<file path="src/rtl/ring_pkg.sv">
// Shared definitions for ring-counter producers and consumers.
package ring_pkg;

   // Widest ring the successor helper supports.
   localparam int RING_MAX_W = 64;

   typedef enum logic [1:0] {
      UNLOCKED = 2'd0,
      ACQUIRE  = 2'd1,
      LOCKED   = 2'd2
   } ring_state_e;

   // Rotate-left successor of a w-bit ring value held in the low bits of v.
   function automatic logic [RING_MAX_W-1:0] ring_next(input logic [RING_MAX_W-1:0] v,
                                                        input int w);
      logic [RING_MAX_W-1:0] mask;
      logic [RING_MAX_W-1:0] r;
      mask = {RING_MAX_W{1'b1}} >> (RING_MAX_W - w);
      r    = (v << 1) & mask;
      r[0] = |(v & (RING_MAX_W'(1) << (w - 1)));
      return r;
   endfunction

endpackage

</file>
<file path="src/rtl/onehot_dec.sv">
// One-hot to binary encoder with a legality flag (exactly one bit set).
module onehot_dec #(
   parameter int WIDTH = 4,
   parameter int IDX_W = $clog2(WIDTH)
) (
   input  logic [WIDTH-1:0] vec,
   output logic [IDX_W-1:0] idx,
   output logic             legal
);

   localparam int CNT_W = $clog2(WIDTH + 1);

   logic [CNT_W-1:0] ones;

   // Popcount and OR-encode; idx is only meaningful when legal.
   always_comb begin
      ones = '0;
      idx  = '0;
      for (int i = 0; i < WIDTH; i++) begin
         if (vec[i]) begin
            ones = ones + CNT_W'(1);
            idx  = idx | IDX_W'(i);
         end
      end
      legal = (ones == CNT_W'(1));
   end

endmodule

</file>
<file path="src/rtl/ring_monitor.sv">
// Receive-side checker for a one-hot rotate-left ring sequence.
module ring_monitor
   import ring_pkg::*;
#(
   parameter int WIDTH    = 4,
   parameter int LOCK_CNT = 2,
   parameter int ERR_W    = 8,
   localparam int IDX_W   = $clog2(WIDTH)
) (
   input  logic             clk,
   input  logic             rst,
   input  logic             en,
   input  logic [WIDTH-1:0] ring_in,
   input  logic             clr_err,
   output logic [IDX_W-1:0] index,
   output logic             onehot_ok,
   output logic             locked,
   output logic             err,
   output logic [ERR_W-1:0] err_count
);

   localparam int RUN_W = $clog2(LOCK_CNT + 1);

   ring_state_e      state_q, state_d;
   logic [WIDTH-1:0] prev_q, prev_d;
   logic [RUN_W-1:0] run_q, run_d;
   logic [IDX_W-1:0] index_q, index_d;
   logic             onehot_ok_q, onehot_ok_d;
   logic             locked_q, locked_d;
   logic             err_q, err_d;
   logic [ERR_W-1:0] err_count_q, err_count_d;

   logic [IDX_W-1:0]      dec_idx;
   logic                  legal;
   logic [RING_MAX_W-1:0] succ_full;
   logic [WIDTH-1:0]      succ;
   logic                  match;
   logic [RUN_W:0]        run_inc;

   onehot_dec #(.WIDTH(WIDTH), .IDX_W(IDX_W)) u_dec (
      .vec   (ring_in),
      .idx   (dec_idx),
      .legal (legal)
   );

   assign succ_full = ring_next(RING_MAX_W'(prev_q), WIDTH);
   assign succ      = succ_full[WIDTH-1:0];
   assign match     = (ring_in == succ);
   assign run_inc   = {1'b0, run_q} + (RUN_W+1)'(1);

   // Sequence tracking, lock/error decisions and next output values.
   always_comb begin
      state_d     = state_q;
      prev_d      = prev_q;
      run_d       = run_q;
      index_d     = index_q;
      onehot_ok_d = onehot_ok_q;
      err_d       = 1'b0;
      if (en) begin
         onehot_ok_d = legal;
         if (legal) index_d = dec_idx;
         unique case (state_q)
            UNLOCKED: begin
               if (legal) begin
                  prev_d  = ring_in;
                  run_d   = '0;
                  state_d = ACQUIRE;
               end
            end
            ACQUIRE: begin
               // prev is always one-hot here, so match implies legal.
               if (match) begin
                  prev_d = ring_in;
                  run_d  = run_inc[RUN_W-1:0];
                  if (run_inc == (RUN_W+1)'(LOCK_CNT)) state_d = LOCKED;
               end else if (legal) begin
                  prev_d = ring_in;
                  run_d  = '0;
               end else begin
                  state_d = UNLOCKED;
               end
            end
            LOCKED: begin
               if (match) begin
                  prev_d = ring_in;
               end else begin
                  err_d = 1'b1;
                  if (legal) begin
                     prev_d  = ring_in;
                     run_d   = '0;
                     state_d = ACQUIRE;
                  end else begin
                     state_d = UNLOCKED;
                  end
               end
            end
            default: state_d = UNLOCKED;
         endcase
      end
      locked_d = (state_d == LOCKED);
      // Clear wins over a same-cycle increment; the err pulse itself still fires.
      if (clr_err)                             err_count_d = '0;
      else if (err_d && (err_count_q != '1))   err_count_d = err_count_q + ERR_W'(1);
      else                                     err_count_d = err_count_q;
   end

   // State and output registers, asynchronously cleared.
   always_ff @(posedge clk or negedge rst) begin
      if (!rst) begin
         state_q     <= UNLOCKED;
         prev_q      <= '0;
         run_q       <= '0;
         index_q     <= '0;
         onehot_ok_q <= 1'b0;
         locked_q    <= 1'b0;
         err_q       <= 1'b0;
         err_count_q <= '0;
      end else begin
         state_q     <= state_d;
         prev_q      <= prev_d;
         run_q       <= run_d;
         index_q     <= index_d;
         onehot_ok_q <= onehot_ok_d;
         locked_q    <= locked_d;
         err_q       <= err_d;
         err_count_q <= err_count_d;
      end
   end

   assign index     = index_q;
   assign onehot_ok = onehot_ok_q;
   assign locked    = locked_q;
   assign err       = err_q;
   assign err_count = err_count_q;

endmodule
</file>
<file path="config.mk">
export PLATFORM = sky130hd
export DESIGN_NAME = ring_monitor
export DESIGN_NICKNAME = d
export VERILOG_FILES = /design/src/rtl/ring_pkg.sv /design/src/rtl/onehot_dec.sv /design/src/rtl/ring_monitor.sv
export SDC_FILE = /design/constraint.sdc
export NUM_CORES = 1
export LEC_CHECK = 0
export BUFFER_PORTS_ARGS = -buffer_cell sky130_fd_sc_hd__buf_2
export CELL_PAD_IN_SITES_DETAIL_PLACEMENT = 1
export CELL_PAD_IN_SITES_GLOBAL_PLACEMENT = 2
export CORE_ASPECT_RATIO = 1.5
export CORE_MARGIN = 2
export CORE_UTILIZATION = 36
export CTS_BUF_LIST = sky130_fd_sc_hd__clkbuf_8
export DETAILED_ROUTE_END_ITERATION = 8
export PLACE_DENSITY_LB_ADDON = 0.1
export SLEW_MARGIN = 10
export SYNTH_ARGS = -nofsm -noshare
export SYNTH_HDL_FRONTEND = slang
export SYNTH_HIERARCHICAL = 1
export SYNTH_SLANG_ARGS = --single-unit
export TNS_END_PERCENT = 50
</file>
<file path="constraint.sdc">
create_clock -name clk -period 2.2 [get_ports clk]
set_input_delay 0.33 -clock clk [delete_from_list [all_inputs] [get_ports clk]]
set_output_delay 0.33 -clock clk [all_outputs]
set_load 0.01 [all_outputs]
</file>
### After elaboration in Yosys (flattened, before gate mapping)

Index checks and enable logic that the tools add are counted.

| storage, ports and cells | value |
|---|---|
| output and inout bits | 13 |
| register bits after elaboration | 21 |

| operators by class | value |
|---|---|
| equal/unequal tests | 8 |
| reductions and logical operators | 9 |
| add/subtract/negate cells | 5 |
| mux-type cells | 27 |

Operators with widths:

| cell | number |
|---|---|
| 2-bit 2-to-1 mux | 11 |
| 8-bit 2-to-1 mux | 2 |
| 2-bit case mux with 3 select lines | 2 |
| 3-bit 2-to-1 mux | 3 |
| 8-bit by 1-bit adder with 8-bit output (second input constant) | 1 |
| 4-bit 2-to-1 mux | 2 |
| 8-bit != test (second input constant) | 1 |
| 4-bit case mux with 2 select lines | 1 |
| 3-bit by 1-bit adder with 3-bit output (second input constant) | 2 |
| 1-bit 2-to-1 mux | 6 |
| 2-bit == test (second input constant) | 2 |
| 4-bit == test | 1 |
| 2-bit AND reduction | 2 |
| 2-bit nonzero test | 2 |
| 2-bit by 1-bit adder with 3-bit output (second input constant) | 1 |
| 3-bit by 1-bit == test with 1-bit output (second input constant) | 1 |
| 3-bit by 2-bit == test with 1-bit output (second input constant) | 1 |
| 3-bit AND reduction | 1 |
| 3-bit nonzero test | 1 |
| 1-bit by 1-bit adder with 2-bit output (second input constant) | 1 |
| 2-bit by 1-bit == test with 1-bit output (second input constant) | 1 |
| 2-bit zero test | 1 |
| 2-bit != test (second input constant) | 1 |
| 2-bit OR reduction | 1 |
| 1-bit logical AND | 1 |

### Longest topological paths before layout

Gate-level depths: netlist (run 1).

| depth | value |
|---|---|
| depth after elaboration | 13 |
| mapped depth | 12 |

### Hierarchy

The synthesis (run 1) kept the hierarchy.

By module, submodules not included:

| module | area an instance (um2) | cells an instance | times used | sequential area each (um2) |
|---|---|---|---|---|
| ring_monitor | 1,144.8 | 112 | 1 | 525.5 |
| onehot_dec | 116.4 | 15 | 1 | 0.0 |

### Least setup slack after synthesis (run 1)

OpenSTA, ideal clock, no wires.

| path | value |
|---|---|
| kind | input-to-reg |
| start point | input ring_in[0] |
| end point | register locked_q (netlist: locked) |
| arrival | 2.322 ns |
| stages on the path | 11 |
| data required time | 2.127 ns |
| setup time | 0.073 ns |
| buffers on the path | 0 |
| path slack | -0.195 ns |
| cell sequence | inv_1 > ha_1 > xnor2_1 > inv_1 > ha_1 > xnor2_1 > o32ai_2 > nor3b_1 > o21ai_0 > a222oi_1 > nor2b_1 |

| on the way | value |
|---|---|
| longest elaborated chain between the ends | 13 |
| elaborated cells on any way between the ends | 17 |
| those cells by class | 3 x add/sub; 3 x eq/ne; 11 x mux |

RTL lines:

| item | line | text |
|---|---|---|
| from (decl) | ring_monitor.sv:13 | `input logic [WIDTH-1:0] ring_in,` |
| 1-bit 2-to-1 mux (*) | onehot_dec.sv:20 | `if (vec[i]) begin` |
| 1-bit by 1-bit adder with 2-bit output | onehot_dec.sv:21 | `ones = ones + CNT_W'(1);` |
| 3-bit 2-to-1 mux (*) | onehot_dec.sv:20 |  |
| 3-bit by 1-bit adder with 3-bit output | onehot_dec.sv:21 |  |
| 3-bit 2-to-1 mux (*) | onehot_dec.sv:20 |  |
| 3-bit by 1-bit adder with 3-bit output | onehot_dec.sv:21 |  |
| 3-bit 2-to-1 mux (*) | onehot_dec.sv:20 |  |
| 3-bit by 1-bit == test with 1-bit output (*) | onehot_dec.sv:25 | `legal = (ones == CNT_W'(1));` |
| via legal | ring_monitor.sv:34 | `logic legal;` |
| 2-bit 2-to-1 mux | ring_monitor.sv:76 | `end else if (legal) begin` |
| 2-bit 2-to-1 mux | ring_monitor.sv:72 | `if (match) begin` |
| 2-bit case mux with 3 select lines (*) | ring_monitor.sv:62 | `unique case (state_q)` |
| 2-bit 2-to-1 mux (*) | ring_monitor.sv:59 | `if (en) begin` |
| via state_d[1] | ring_monitor.sv:24 | `ring_state_e state_q, state_d;` |
| 2-bit == test (*) | ring_monitor.sv:100 | `locked_d = (state_d == LOCKED);` |
| via locked_d | ring_monitor.sv:29 | `logic locked_q, locked_d;` |
| to (signal assigned) | ring_monitor.sv:124 | `locked_q <= locked_d;` |
| to (decl) | ring_monitor.sv:29 |  |

The timed path passes the listed nets; every way through them passes the cells marked *.
A chain may end at the register's enable or synchronous reset.

### Worst setup path after layout (run 1)

Ends and elaborated chain as after synthesis.

==> results of run 1 <==
## metrics by stage
| step | power, mW | setup WS, ps |
|---|---|---|
| 2_1_floorplan | 0.831 | -35.0 |
| 3_3_place_gp | 0.951 | -333 |
| 3_5_place_dp | 0.972 | -396 |
| 4_1_cts | 1.24 | 5.88 |
| 5_1_grt | 1.33 | -42.7 |
| 6_report | 1.24 | 83.0 |
## kinds of logic after synthesis
| logic type | after synthesis | share of synthesized area |
|---|---|---|
| flip-flops | 21 | 0.417 |
| AND/OR/NAND/NOR | 42 | 0.177 |
| multiplexers | 8 | 0.0694 |
| adder cells (fa/ha/maj) | 9 | 0.0893 |
| buffers and inverters | 12 | 0.0367 |
| AO/OA/AOI/OAI | 25 | 0.142 |
| XOR/XNOR | 10 | 0.0694 |
## layer usage
metal,vias to the layer above,routed length [µm]
li1,505,-
met1,521,1170
met2,13,1730
met3,2,61
met4,0,25
met5,-,0
## power groups by stage
| stage | clock network (mW) | registers (mW) | logic (mW) |
|---|---|---|---|
| floorplan | 0 | 0.525 | 0.306 |
| global placement | 0 | 0.525 | 0.426 |
| detailed placement | 0 | 0.531 | 0.440 |
| CTS | 0.259 | 0.523 | 0.455 |
| global route | 0.276 | 0.531 | 0.524 |
| finish | 0.246 | 0.522 | 0.471 |
## worst max-delay path: cells and delay by family
kind,cells,cell delay (ps)
adders and majority gates,2,500
AOI/OAI and AO/OA,3,550
xor gates and xnor gates,1,170
buffers and inverters,3,170
and+or+nand+nor,3,600
## flip-flops by register name (all words and copies together), names as in the netlist
register	cells
err	1
err_count	8
index	2
locked	1
onehot_ok	1
prev_q	4
run_q	2
state_q	2
## repair_timing
item                                    CTS  global route
pin swaps                                 1             9
endpoints found under the hold margin     0             0
endpoints found under the setup margin    5             9
resized for setup                         2            12
setup buffers                             1             1
## worst paths after layout
check | from | endpoint | slack, ps | cells past startpoint
worst max-delay path | ring_in[0] | locked | 80 | 12
worst min-delay path | rst | err_count[5] | 20 | 1
worst max register to register | state_q[0] | err_count[0] | 200 | 7
worst min register to register | run_q[1] | run_q[1] | 500 | 1
max in group asynchronous | rst | prev_q[3] | 1840 | 1
min in group clk | clr_err | err_count[1] | 360 | 2
## layout by cell type, fill, tap and decap left out, types with 2 or more instances in the layout
cell type	count
or2_2	2
xor2_1	8
a31oi_1	2
nand2b_1	2
ha_4	2
a21oi_2	2
nor3_1	2
a21oi_1	5
clkbuf_8	3
dfrtp_1	21
nand2_1	9
nand3_1	5
o21ai_1	2
and3_1	2
mux2_2	6
inv_1	7
a211oi_1	2
buf_4	9
buf_2	18
nor2_1	10
mux2i_1	2
ha_1	7
## layout make-up
cell class / instances / area (µm²) / share of cell area
Multi-Input combinational cell: 94 / 781 / 0.475
Sequential cell: 21 / 526 / 0.319
Timing Repair Buffer: 29 / 193 / 0.117
Tap cell: 42 / 52.6 / 0.0319
Inverter: 9 / 48.8 / 0.0297
Clock buffer: 3 / 41.3 / 0.0251
Clock inverter: 1 / 3.75 / 0.00228
==> results.toml, run 1 <==
[power]
p_seq_frac = 0.421
powerDensity_nw_per_um2 = 753
pwr-share-comb = 0.380
ir_drop_mv = 0.359
p_leak_nw = 0.762
clkPwrFrac = 0.199
internal-power_mw = 0.806
switchingPower_mw = 0.433
switching_share = 0.349

[sta]
hold_violations = 0
fin_tns_setup_ps = 0
fin_crit_sh = 0.962
setup_viol_count_final = 0
worstMarginPinSlew_ps = 488
max_freq_ghz = 0.472
period_needed_ps = 2120
whs_ps = 24.0
slew_viol_final = 0
maxSlewHeadroom = 0.675
finClkSkew_ps = 3.46
rsz0062_at_grt = "yes"

[worst_setup_path]
slowest_delay_ps = 340
critPathKind = "in -> reg"
critical_path_arrival_ps = 2310
endpoint_kind = "register"
crit_fanout = 6
crit_slowest_cell = "a222oi_1"
startpoint_type = "input pin"
cp_common_cell = "ha_4"
path_cells = "buf_8 -> inv_4 -> ha_4 -> xnor2_4 -> inv_2 -> ha_4 -> nand3b_1 -> o32ai_4 -> nor3b_2 -> o21ai_2 -> a222oi_1 -> nor2b_1"
required_ps = 2390

[yosys]
synth_most_common_cell = "dfrtp_1"
syn_area_um2 = 1260
yosys.area.top_type_share = 0.417
syn_nets = 144
synth_cells = 127
ys.flop_type = "dfrtp_1"
yosysSeqAreaShare = 0.417
ys_types = 39
yosysWarningCount = 6
synth_edf_count = 0
synth_area_per_cell_um2 = 9.93
synth_top_cell_by_area = "dfrtp_1"
async_flop_share = 1.00
synthTopCellsByCount = "dfrtp_1, nor2_1, nand2_1"
synth_seq_cells = 21
ys_top_cells_by_area = "dfrtp_1, ha_1, xor2_1, mux2_2, nor2_1"

[placement]
globalplace.congestion = 0.760
io_buffer_count = 20
hpwl_um = 2320
dpl.cell_count = 193
placedInstanceArea_um2 = 1530

[grt]
grt_use_met1 = 0.188
grt_remaining_overflow = 0
globalRouteTotalUtil = 0.170
grt_max_degree = 22
busiest_layer = "met2"
grt_pass1_vias = 1187
gr-usage-met3 = 0.0176
grt_pass1_wl_um = 5230
antenna_found_initial = 0
gr-usage-met2 = 0.314

[status]
outcome = "completed"

[cells_and_area]
fin_util = 0.486
area_delta_synth_final_pct = 30.5
drive_gt1_frac = 0.363
fin_nets = 175
nFillCells = 400
post-route-cell-area_um2 = 1650
num_antenna_cells = 0
final_cells = 199

[drt]
wl_per_cell_um = 15.0
drtPass1Iterations = 4
vias_per_cell = 5.23
drt_iter0_drc = 9
drc = 0
routed-via-count = 1041
ant_nets = 0
wl_um = 2990

[worst_hold_path]
hold_class = "in -> async"

[cts]
cts_hold_buf = 0
insertion_delay_ps = 260
numCtsBuffers = 3
clk_pin_slew_worst_paths_ps = 80
cts_tree = "built"
clock-sinks = 21
cts-htree-levels = 1
ctsRootBufferMaster = "clkbuf_8"
clockBufferDepth = 2

[floorplan]
die-width_um = 52.3
core_um2 = 3380
start_util = 0.373
ioPinCount = 21
dieArea_um2 = 4000
rows = 26
die_h_um = 76.5

[run]
max-cap-violations = 0
(Power assumes the default switching activity.)
==> inputs of run 2 (changes only) <==
--- a/config.mk
+++ b/config.mk
@@ -10,13 +10,12 @@
 export CELL_PAD_IN_SITES_GLOBAL_PLACEMENT = 2
 export CORE_ASPECT_RATIO = 1.5
 export CORE_MARGIN = 2
-export CORE_UTILIZATION = 36
+export CORE_UTILIZATION = 37
 export CTS_BUF_LIST = sky130_fd_sc_hd__clkbuf_8
 export DETAILED_ROUTE_END_ITERATION = 8
 export PLACE_DENSITY_LB_ADDON = 0.1
 export SLEW_MARGIN = 10
 export SYNTH_ARGS = -nofsm -noshare
 export SYNTH_HDL_FRONTEND = slang
-export SYNTH_HIERARCHICAL = 1
 export SYNTH_SLANG_ARGS = --single-unit
 export TNS_END_PERCENT = 50
==> run 2 against run 1 <==
Compared with the run above: the run now ends with setup timing left; maximum frequency shrank 4.4%; sequential share of layout area grew 0.098 points; count of clock-buffer cells in the layout is the same; worst hold slack lost 1.8 ps; highest routed layer unchanged; clock skew shrank 1.7 ps; global-route usage grew 0.73 points; wire length grew 3.1%; final cell count grew 2.5%; area after synthesis grew 6.3%; final area shrank 0.30%.
==> results.toml, run 2 <==
[drt]
route.met3.wl_um = 112
drt_iter0_drc = 12
wl_um = 3080
wl_met1_um = 1160
routed-via-count = 1097
wl_per_cell_um = 15.1
vias_per_cell = 5.38
drtPass1Iterations = 4
ant_nets = 0
met2RoutedLength_um = 1730
drc = 0
highest_layer = "met4"

[worst_setup_path]
crit_fanout = 4
required_ps = 2350
slowest_delay_ps = 420
startpoint_type = "input pin"
critPathKind = "in -> reg"
path_cells = "buf_8 -> inv_8 -> ha_4 -> xor2_1 -> ha_2 -> and3_4 -> o211ai_2 -> a221o_2 -> a21oi_4 -> mux2_4"
critical_path_arrival_ps = 2360
endpoint_kind = "register"
crit_slowest_cell = "a221o_2"

[grt]
grt_max_degree = 22
grt_pass1_wl_um = 5460
grt_pass1_vias = 1198
grt_remaining_overflow = 0
globalRouteTotalUtil = 0.177
antenna_found_initial = 0

[sta]
slew_viol_final = 0
maxSlewHeadroom = 0.674
whs_ps = 22.3
hold_violations = 0
worstMarginPinSlew_ps = 489
fin_ws_ps = -13.6
finClkSkew_ps = 1.78
period_needed_ps = 2210
setup_viol_count_final = 4
max_freq_ghz = 0.452
rsz0062_at_grt = "yes"
fin_crit_sh = 1.01

[cts]
numCtsBuffers = 3
clock-sinks = 21
cts_hold_buf = 0
ctsRootBufferMaster = "clkbuf_8"
insertion_delay_ps = 260
cts_tree = "built"
clk_pin_slew_worst_paths_ps = 80
clockBufferDepth = 2
cts-htree-levels = 1

[yosys]
ys.flop_type = "dfrtp_1"
yosys.area.top_type_share = 0.392
synth_fa_ha_area_frac = 0.0840
synth_cells = 132
synth-compound-area-share = 0.158
synth_most_common_cell = "dfrtp_1"
async_flop_share = 1.00
synth_seq_cells = 21
synth_top_cell_by_area = "dfrtp_1"
ys_types = 43
syn_nets = 149
yosys.area_share.simple = 0.171
synth-xor-area-share = 0.0718
yosysWarningCount = 0
synthTopCellsByCount = "dfrtp_1, nor2_1, ha_1"
ys_top_cells_by_area = "dfrtp_1, ha_1, xnor2_1, mux2_4, nor2_1"
synth_top_family_by_area = "simple AND/OR/NAND/NOR gates"
syn_area_um2 = 1340
yosysSeqAreaShare = 0.392
synth_area_per_cell_um2 = 10.2
synth_edf_count = 0
synth_mux_area_frac = 0.0756

[cells_and_area]
drive_gt1_frac = 0.340
post-route-cell-area_um2 = 1640
area_delta_synth_final_pct = 22.3
largest_reg_flops = 8
final_common_cell = "dfrtp_1"
fin_nets = 180
layout_common_cells = "dfrtp_1, buf_2, nor2_1"
num_antenna_cells = 0

[placement]
globalplace.congestion = 0.715
io_buffer_count = 20
hpwl_um = 2460
placedInstanceArea_um2 = 1570

[floorplan]
ioPinCount = 21
die-width_um = 53.2
rows = 26
start_util = 0.389
die_h_um = 77.7
dieArea_um2 = 4130
core_um2 = 3450

[run]
max-cap-violations = 0

[status]
violations = "setup timing"
outcome = "finished, violations left"

[power]
p_leak_nw = 0.742
total_power_mw = 1.28
ir_drop_mv = 0.416
powerDensity_nw_per_um2 = 778

[worst_hold_path]
hold_class = "in -> async"
[run 2: area by class of cell]
type | instances | area (µm²)
Tap cell | 42 | 52.6
Inverter | 8 | 42.5
Multi-Input combinational cell | 98 | 771
Clock inverter | 1 | 5.00
Sequential cell | 21 | 526
Timing Repair Buffer | 31 | 203
Fill cell | 418 | 1810
Clock buffer | 3 | 41.3
[run 2: final timing paths]
path,startpoint,to,slack (ps),cells past startpoint
worst max-delay path,ring_in[0],prev_q[1],-10,10
worst min-delay path,rst,err_count[3],20,1
worst max register to register,state_q[0],err_count[7],280,7
worst min register to register,run_q[0],run_q[0],490,1
max in group asynchronous,rst,prev_q[1],1850,1
min in group clk,clr_err,err_count[7],340,2
[run 2: stage by stage]
step	std cells	util	setup WS, ps	setup TNS, ps
4_1_cts	203	0.470	0.111	0
5_1_grt	204	0.476	-71.9	-276
6_report	204	0.476	-13.6	-41.4
2_1_floorplan	132	-	-85.4	-342
3_3_place_gp	199	0.454	-296	-1940
3_5_place_dp	199	0.454	-368	-2570
[run 2: timing repair]
item                       4_1_cts  5_1_grt
setup endpoints to repair        5        5
gates resized for setup          3        4
pin swaps                        3        5
setup buffers                    0        1
cloned                           0        0
[run 2: critical path, delay by kind of cell]
kind                     cells  cell delay (ps)
AO/OA/AOI/OAI                3              770
XOR/XNOR                     1              160
adder cells (fa/ha/maj)      2              470
buffers and inverters        2              120
multiplexers                 1              320
AND/OR/NAND/NOR              1              180
[run 2: layer usage]
layer	vias up	GRT usage
li1	526	-
met1	544	0.206
met2	20	0.306
met3	7	0.0269
met4	0	0.0821
met5	-	0
[run 2: where the power goes]
| group | switching (mW) | internal [mW] | total (mW) |
|---|---|---|---|
| logic | 0.254 | 0.240 | 0.494 |
| registers | 0.0635 | 0.466 | 0.529 |
| clock network | 0.126 | 0.126 | 0.253 |
[run 2: cells by family (layout without fill, tap and decap cells)]
logic type,Yosys count,in the layout
flops,21,21
xor+xnor,11,11
compound gates,26,26
mux,8,8
simple gates,44,44
buf+inv,13,43
fa+ha+maj,9,9
==> inputs of run 3 (changes only) <==
--- a/config.mk
+++ b/config.mk
@@ -8,7 +8,7 @@
 export BUFFER_PORTS_ARGS = -buffer_cell sky130_fd_sc_hd__buf_2
 export CELL_PAD_IN_SITES_DETAIL_PLACEMENT = 1
 export CELL_PAD_IN_SITES_GLOBAL_PLACEMENT = 2
-export CORE_ASPECT_RATIO = 1.5
+export CORE_ASPECT_RATIO = 1.1
 export CORE_MARGIN = 2
 export CORE_UTILIZATION = 37
 export CTS_BUF_LIST = sky130_fd_sc_hd__clkbuf_8
@@ -18,4 +18,3 @@
 export SYNTH_ARGS = -nofsm -noshare
 export SYNTH_HDL_FRONTEND = slang
 export SYNTH_SLANG_ARGS = --single-unit
-export TNS_END_PERCENT = 50
==> run 3 against run 2 <==
Compared with the run above: the run still ends with setup timing left; clock skew increased by 9.5 ps; via count down 1.2%; count of clock-buffer cells in the layout did not move; worst setup slack better by 7.6 ps; register-to-register slack improved by 20 ps; worst hold slack got worse by 14 ps; sequential power about the same; clock power is 5% higher; flip-flop and latch count unchanged.
==> results.toml, run 3 (synthesis gave the netlist of run 2 again) <==
[status]
outcome = "finished, violations left"
violations = "setup timing"

[worst_setup_path]
path_cells = "buf_8 -> inv_8 -> ha_4 -> xor2_1 -> ha_2 -> and3_4 -> o211ai_2 -> a221o_2 -> a21oi_4 -> mux2_4"
slowest_delay_ps = 410
critPathKind = "in -> reg"
endpoint_kind = "register"
crit_slowest_cell = "a221o_2"
r2r_start = "prev_q[3]"
critPathBufInv = 2
crit_family = "compound AO/OA/AOI/OAI gates"
startpoint_type = "input pin"
crit_start = "ring_in[0]"
ff2ff_setup_slack_ps = 300
crit_fanout = 4
critical_path_arrival_ps = 2350
required_ps = 2350

[power]
switching_share = 0.357
total_power_mw = 1.31
switchingPower_mw = 0.468
internal-power_mw = 0.842
clkPwrFrac = 0.203
powerDensity_nw_per_um2 = 775
ir_drop_mv = 0.265
pwr-share-comb = 0.395
p_seq_frac = 0.402
p_leak_nw = 0.763

[sta]
hold_violations = 0
fin_ws_ps = -5.95
max_freq_ghz = 0.453
setup_viol_count_final = 3
whs_ps = 7.91
fin_tns_setup_ps = -12.7
rsz0062_at_grt = "yes"
finClkSkew_ps = 11.2
maxSlewHeadroom = 0.672
fin_crit_sh = 1.00
worstMarginPinSlew_ps = 492
period_needed_ps = 2210
slew_viol_final = 0

[cells_and_area]
fin_nets = 184
drive_gt1_frac = 0.367
largest_reg_flops = 8
layout_common_cells = "dfrtp_1, buf_2, buf_4"
fin_util = 0.495
final_cells = 214
area_delta_synth_final_pct = 26.0
final_common_cell = "dfrtp_1"
num_antenna_cells = 0
post-route-cell-area_um2 = 1690

[grt]
grt_pass1_wl_um = 5320
grt_pass1_vias = 1145
globalRouteTotalUtil = 0.172
grt_max_degree = 22
grt_remaining_overflow = 0
antenna_found_initial = 0

[cts]
clockBufferDepth = 2
cts_tree = "built"
clk_pin_slew_worst_paths_ps = 90
cts-htree-levels = 1
numCtsBuffers = 3
clock-sinks = 21
insertion_delay_ps = 270
cts_hold_buf = 0
ctsRootBufferMaster = "clkbuf_8"

[floorplan]
core_um2 = 3410
start_util = 0.393
dieArea_um2 = 4120
rows = 22
die_h_um = 67.1
ioPinCount = 21
die-width_um = 61.4

[drt]
drt_iter0_drc = 24
drtPass1Iterations = 4
wl_met1_um = 1330
vias_per_cell = 5.07
wl_um = 3050
wl_per_cell_um = 14.2
met2RoutedLength_um = 1610
routed-via-count = 1084
ant_nets = 0
highest_layer = "met4"
drc = 0
route.met3.wl_um = 87

[run]
max-cap-violations = 0

[placement]
io_buffer_count = 20
hpwl_um = 2380
dpl.cell_count = 209
dp_slack_ps = -341
globalplace.congestion = 0.773
placedInstanceArea_um2 = 1600

[worst_hold_path]
hold_class = "in -> async"
run 3: cell type report:
type	count	area, µm²
inverters	8	42.5
fillers	414	1720
flip-flops and latches	21	526
well taps	48	60.1
repair buffers	35	233
multi-input cells	98	783
clock buffers	3	41.3
clock inverters	1	5.00
run 3: worst paths after layout:
check | cells past startpoint | endpoint
worst min register to register | 1 | run_q[0]
min in group clk | 2 | err_count[7]
max in group asynchronous | 1 | err_count[2]
worst max-delay path | 10 | prev_q[3]
worst max register to register | 5 | prev_q[3]
worst min-delay path | 1 | index[0]
run 3: repair_timing:
action                     in CTS  in global routing
pin swaps                       2                  6
setup endpoints to repair       5                 10
setup buffers                   0                  1
resized for setup               2                  8
run 3: routing by layer:
| layer | up-vias | track usage |
|---|---|---|
| met5 | - | 0 |
| met3 | 4 | 0.0249 |
| met4 | 0 | 0.0479 |
| met2 | 19 | 0.305 |
| met1 | 530 | 0.216 |
| li1 | 531 | - |
run 3: power by group through the flow:
stage / Combinational [mW] / Sequential, mW / Clock [mW]
after global placement: 0.487 / 0.530 / 0
after global routing: 0.580 / 0.539 / 0.286
after detailed placement: 0.501 / 0.537 / 0
after floorplan: 0.353 / 0.532 / 0
after CTS: 0.507 / 0.530 / 0.269
final: 0.518 / 0.527 / 0.265
